==> src/rtl/ram_port_arbiter_pkg.sv <==
// Shared definitions for the two-port RAM arbiter: FSM encoding, port ids
// and default bus widths.
package ram_port_arbiter_pkg;

   localparam int DEF_ADDR_W = 15;
   localparam int DEF_DATA_W = 16;

   // Wide enough to hold the largest legal read latency (3).
   localparam int CNT_W = 2;

   typedef enum logic [1:0] {
      IDLE  = 2'd0,
      ISSUE = 2'd1,
      WAIT  = 2'd2,
      ACK   = 2'd3
   } state_t;

   localparam logic PORT_CPU = 1'b0;
   localparam logic PORT_AUX = 1'b1;

endpackage

==> src/rtl/ram_port_arbiter.sv <==
// Round-robin arbiter sharing one single-port synchronous RAM between a CPU
// data port and an auxiliary port, with req/ack handshakes and registered read data.
module ram_port_arbiter
   import ram_port_arbiter_pkg::*;
#(
   parameter int ADDR_W     = DEF_ADDR_W,
   parameter int DATA_W     = DEF_DATA_W,
   parameter int RD_LATENCY = 1
) (
   input  logic              i_CLK,
   input  logic              i_RESET,
   input  logic              i_REQ0,
   input  logic              i_REQ1,
   input  logic              i_WE0,
   input  logic              i_WE1,
   input  logic [ADDR_W-1:0] i_ADDR0,
   input  logic [ADDR_W-1:0] i_ADDR1,
   input  logic [DATA_W-1:0] i_WDATA0,
   input  logic [DATA_W-1:0] i_WDATA1,
   output logic              o_ACK0,
   output logic              o_ACK1,
   output logic [DATA_W-1:0] o_RDATA0,
   output logic [DATA_W-1:0] o_RDATA1,
   output logic              o_RAM_EN,
   output logic              o_RAM_WE,
   output logic [ADDR_W-1:0] o_RAM_ADDR,
   output logic [DATA_W-1:0] o_RAM_WDATA,
   input  logic [DATA_W-1:0] i_RAM_RDATA,
   output logic              o_BUSY
);

   if (RD_LATENCY < 1 || RD_LATENCY > 3) begin : g_bad_rd_latency
      $error("ram_port_arbiter: RD_LATENCY=%0d is outside 1..3", RD_LATENCY);
   end

   state_t            state;
   state_t            state_next;
   logic              req_any;
   logic              pick;
   logic              last_grant;
   logic              grant_id;
   logic              lat_we;
   logic [ADDR_W-1:0] lat_addr;
   logic [DATA_W-1:0] lat_wdata;
   logic [CNT_W-1:0]  wait_cnt;
   logic [DATA_W-1:0] rdata0_q;
   logic [DATA_W-1:0] rdata1_q;

   // A lone request wins outright; on a tie the port not granted last time wins.
   assign req_any = i_REQ0 | i_REQ1;
   assign pick    = (i_REQ0 & i_REQ1) ? ~last_grant : i_REQ1;

   // NOTE: sequential state uses non-blocking assignments so every register
   // samples pre-edge values regardless of statement order.
   always_ff @(posedge i_CLK or posedge i_RESET) begin
      if (i_RESET) begin
         state <= IDLE;
      end else begin
         state <= state_next;
      end
   end

   // NOTE: every output of this block gets a default first, so no path through
   // the case statement can leave a value unassigned and infer a latch.
   always_comb begin
      state_next  = state;
      o_RAM_EN    = 1'b0;
      o_RAM_WE    = 1'b0;
      o_RAM_ADDR  = '0;
      o_RAM_WDATA = '0;
      o_ACK0      = 1'b0;
      o_ACK1      = 1'b0;
      o_BUSY      = (state != IDLE);
      unique case (state)
         IDLE: begin
            if (req_any) state_next = ISSUE;
         end
         ISSUE: begin
            o_RAM_EN    = 1'b1;
            o_RAM_WE    = lat_we;
            o_RAM_ADDR  = lat_addr;
            o_RAM_WDATA = lat_wdata;
            state_next  = lat_we ? ACK : WAIT;
         end
         WAIT: begin
            if (wait_cnt == CNT_W'(1)) state_next = ACK;
         end
         ACK: begin
            o_ACK0     = (grant_id == PORT_CPU);
            o_ACK1     = (grant_id == PORT_AUX);
            state_next = IDLE;
         end
         default: state_next = IDLE;
      endcase
   end

   // Request latch, grant bookkeeping and read-latency countdown.
   always_ff @(posedge i_CLK or posedge i_RESET) begin
      if (i_RESET) begin
         last_grant <= PORT_AUX;
         grant_id   <= PORT_CPU;
         lat_we     <= 1'b0;
         lat_addr   <= '0;
         lat_wdata  <= '0;
         wait_cnt   <= '0;
      end else begin
         unique case (state)
            IDLE: begin
               if (req_any) begin
                  grant_id   <= pick;
                  last_grant <= pick;
                  lat_we     <= pick ? i_WE1    : i_WE0;
                  lat_addr   <= pick ? i_ADDR1  : i_ADDR0;
                  lat_wdata  <= pick ? i_WDATA1 : i_WDATA0;
               end
            end
            ISSUE: begin
               if (!lat_we) wait_cnt <= CNT_W'(RD_LATENCY);
            end
            WAIT: begin
               wait_cnt <= wait_cnt - CNT_W'(1);
            end
            default: ;
         endcase
      end
   end

   // Read data is captured once, on the last wait cycle, and held until the
   // next read on the same port.
   always_ff @(posedge i_CLK or posedge i_RESET) begin
      if (i_RESET) begin
         rdata0_q <= '0;
         rdata1_q <= '0;
      end else if (state == WAIT && wait_cnt == CNT_W'(1)) begin
         if (grant_id == PORT_AUX) rdata1_q <= i_RAM_RDATA;
         else                      rdata0_q <= i_RAM_RDATA;
      end
   end

   assign o_RDATA0 = rdata0_q;
   assign o_RDATA1 = rdata1_q;

endmodule

==> config.mk <==
export PLATFORM = sky130hd
export DESIGN_NAME = ram_port_arbiter
export DESIGN_NICKNAME = d
export VERILOG_FILES = /design/src/rtl/ram_port_arbiter_pkg.sv /design/src/rtl/ram_port_arbiter.sv
export SDC_FILE = /design/constraint.sdc
export NUM_CORES = 1
export LEC_CHECK = 0
export BUFFER_PORTS_ARGS = -buffer_cell sky130_fd_sc_hd__buf_2
export CAP_MARGIN = 0
export CORE_ASPECT_RATIO = 0.8
export CORE_MARGIN = 10
export CORE_UTILIZATION = 50
export CTS_BUF_LIST = sky130_fd_sc_hd__clkbuf_16
export CTS_CLUSTER_DIAMETER = 150
export CTS_CLUSTER_SIZE = 20
export DETAILED_ROUTE_END_ITERATION = 8
export GPL_TIMING_DRIVEN = 1
export HOLD_SLACK_MARGIN = 0.08
export PLACE_DENSITY = 0.95
export SYNTH_ARGS = -nofsm -noshare
export SYNTH_HDL_FRONTEND = slang
export SYNTH_SLANG_ARGS = --single-unit
==> constraint.sdc <==
create_clock -name i_CLK -period 5.2 [get_ports i_CLK]
set_clock_uncertainty 0.15 [all_clocks]
set_input_delay 1.04 -clock i_CLK [delete_from_list [all_inputs] [get_ports i_CLK]]
set_output_delay 1.04 -clock i_CLK [all_outputs]
set_load 0.02 [all_outputs]
==> results.txt <==
status -> finished clean
Setup-failing EPs final -> 0
pwr dens -> 689 nW/um2
Cell variety after synth -> 27
DRT Pass-1 Iters -> 4
routed vias/inst -> 5.03
Remaining DRCs -> 0
Critical-path top delay cell -> ha_1
Seq/Total Area, Yosys -> 0.533
Pins Over Slew Limit -> 0
switch share -> 0.403
startpoint types -> flop
vias in the first global route -> 3049
Post-CTS Resized -> 0
setup TNS -> 0 ns
Post-CTS Setup Inserts -> 0
via count -> 2779
CP Buf/Inv Count -> 3
Mean Syn Cell Area -> 10.3 um2
worst slew pin tran -> 1.06 ns
Ant. Diodes -> 0
arrival time of the worst setup path -> 2.29 ns
peak supply drop -> 0.365 mV
most frequent cells in the layout -> 151 x buf_2, 69 x dfrtp_1, 65 x nand2_1
number of synthesized register bits -> 70
Worst path most repeated cell -> inv_1
largest net degree at the start of global routing -> 66
worst-case clock buffer depth -> 2
Worst Hold Class -> reg -> reg
minimum hold slack -> 0.340 ns
DPL Wire Length -> 6970 um
Mapped Area -> 3290 um2
global-route wire length before repair -> 14800 um
final wirelength -> 9020 um
clock network power share -> 0.209
# rows -> 26
Max Cap Violations -> 0
IO buf count -> 151
Crit. End Element -> primary output
Root Buffer -> clkbuf_16
crit share post-route -> 0.670
Clock transition at path regs -> 0.05 ns
cells along the critical path -> inv_1 > ha_1 > nand2_1 > inv_1 > buf_2
Overflow after GRT -> 0
Design Area, Final -> 4360 um2
cell taking the most area after synthesis -> dfrtp_1
Routed WL per cell -> 16.3 um
num ports -> 152
RSZ-0062 raised after global routing -> false
drt first-iter violations -> 83
total power -> 0.00300 W
Detail Route Antenna Nets -> 0
top cells by area, synth -> dfrtp_1 52%, mux2_2 11%, nand2_1 7.4%, a31oi_1 6.3%, and2_1 6.1%
Int Power -> 0.00179 W
hold_buf cts -> 0
Tmin final -> 3.48 ns
H-tree depth -> 3
syn_nets -> 410
CTS Buf Count -> 9
core area -> 6380 um2
Worst Setup Path Type -> reg -> out
Yosys top cell area share -> 0.525
CP Max Fanout -> 36
Die Area -> 10200 um2
starting density of the core -> 0.516
TritonCTS Sinks -> 70
switching power -> 0.00121 W
P&R area growth vs syn -> 32.5%
worst rel slew slack -> 0.295
Flop pwr share -> 0.329
layout cells sized above 1 -> 0.443
Hold Vio Cnt, Final -> 0
number of nets in the layout -> 554
CTS tree -> built
Fmax -> 287 MHz
WP data required -> 4.01 ns
clock latency on the worst-skew pair -> 0.32 ns
initial antenna violation count -> 0
Leak Pwr -> 2.20 nW
slowest stage delay, CP -> 0.86 ns
Cells after Synth -> 320
Placed Area -> 4050 um2
GRT Total Usage -> 0.174
Yosys warning total -> 0
Largest delay share family, worst path -> adder cells
Die W -> 111 um
Gate power share -> 0.462
most common cell after layout, fill and taps aside -> buf_2
Die H -> 92.6 um
GPL Wtd Cong -> 0.784
## cell families (layout without fill, tap and decap cells)
family,after synthesis,after routing,synth area share
AO/OA/AOI/OAI,45,45,0.0890
multiplexers,33,33,0.113
adder cells (fa/ha/maj),6,6,0.0228
buffers and inverters,28,177,0.0464
XOR/XNOR,1,1,0.00266
flip-flops,70,70,0.533
AND/OR/NAND/NOR,137,137,0.194
## power groups by stage
stage	combinational [W]	clock [W]	sequential [W]
2_1_floorplan	0.000824	0	0.00112
4_1_cts	0.00141	0.000643	0.000987
5_1_grt	0.00152	0.000668	0.00102
3_5_place_dp	0.00140	0	0.000994
3_3_place_gp	0.00135	0	0.000963
6_report	0.00139	0.000628	0.000989
## path summary, 6_finish.rpt
kind / start / to / slack (ns) / cells after the start
worst max register to register: state[1] / state[0] / 2.89 / 5
worst min-delay path: wait_cnt[1] / wait_cnt[1] / 0.34 / 1
min in group asynchronous: i_RESET / o_RDATA1[4] / 0.67 / 2
worst max-delay path: state[1] / o_RAM_WE / 1.72 / 5
worst min register to register: wait_cnt[1] / wait_cnt[1] / 0.34 / 1
max in group asynchronous: i_RESET / last_grant / 3.28 / 3
## metrics by stage
| stage | utilization | instances | setup WS (ns) |
|---|---|---|---|
| 2_1_floorplan | - | 320 | 2.24 |
| 3_3_place_gp | 0.634 | 537 | 2.25 |
| 3_5_place_dp | 0.634 | 537 | 2.12 |
| 4_1_cts | 0.684 | 553 | 1.69 |
| 5_1_grt | 0.684 | 553 | 1.49 |
| 6_report | 0.684 | 553 | 1.72 |
## synth_stat cells
cell	number
a211oi_1	1
a21bo_2	1
a21boi_2	1
a21oi_1	3
a2bb2oi_1	1
a31oi_1	33
a32o_1	1
and2_1	32
and2b_2	1
buf_2	8
buf_4	6
buf_6	2
clkbuf_1	4
dfrtp_1	69
dfstp_2	1
ha_1	6
inv_1	8
mux2_2	33
nand2_1	65
nand3_4	2
nor2_1	34
nor2b_1	1
nor3b_1	2
o21a_1	1
o21ai_0	2
o22ai_1	1
xnor2_1	1
## worst register-to-register path: cells and delay by family, from the launching register on
kind / cells / cell delay (ns)
simple gates: 2 / 0.50
buf+inv: 1 / 0.12
compound gates: 1 / 0.16
flops: 1 / 0.42
fa+ha+maj: 1 / 0.86
## layer usage
| layer | vias up | track usage | wire length (um) |
|---|---|---|---|
| met4 | 0 | 0.0693 | 161 |
| met5 | - | 0 | 0 |
| met2 | 98 | 0.316 | 4820 |
| met3 | 12 | 0.0580 | 651 |
| met1 | 1308 | 0.183 | 3390 |
| li1 | 1361 | - | - |
## sequential cells by signal (all words and copies together) (netlist names)
name / flops
lat_addr: 15
state: 2
wait_cnt: 2
lat_wdata: 16
o_RDATA1: 16
grant_id: 1
o_RDATA0: 16
last_grant: 1
lat_we: 1
## layout make-up
cell class / instances / area, um2
clock buffer: 9 / 225
clock inverter: 7 / 90.1
fill: 490 / 2020
inverter: 8 / 30.0
multi-input combinational: 222 / 1390
sequential: 70 / 1750
tap: 84 / 105
timing repair buffer: 153 / 771
(Power assumes the default switching activity.)
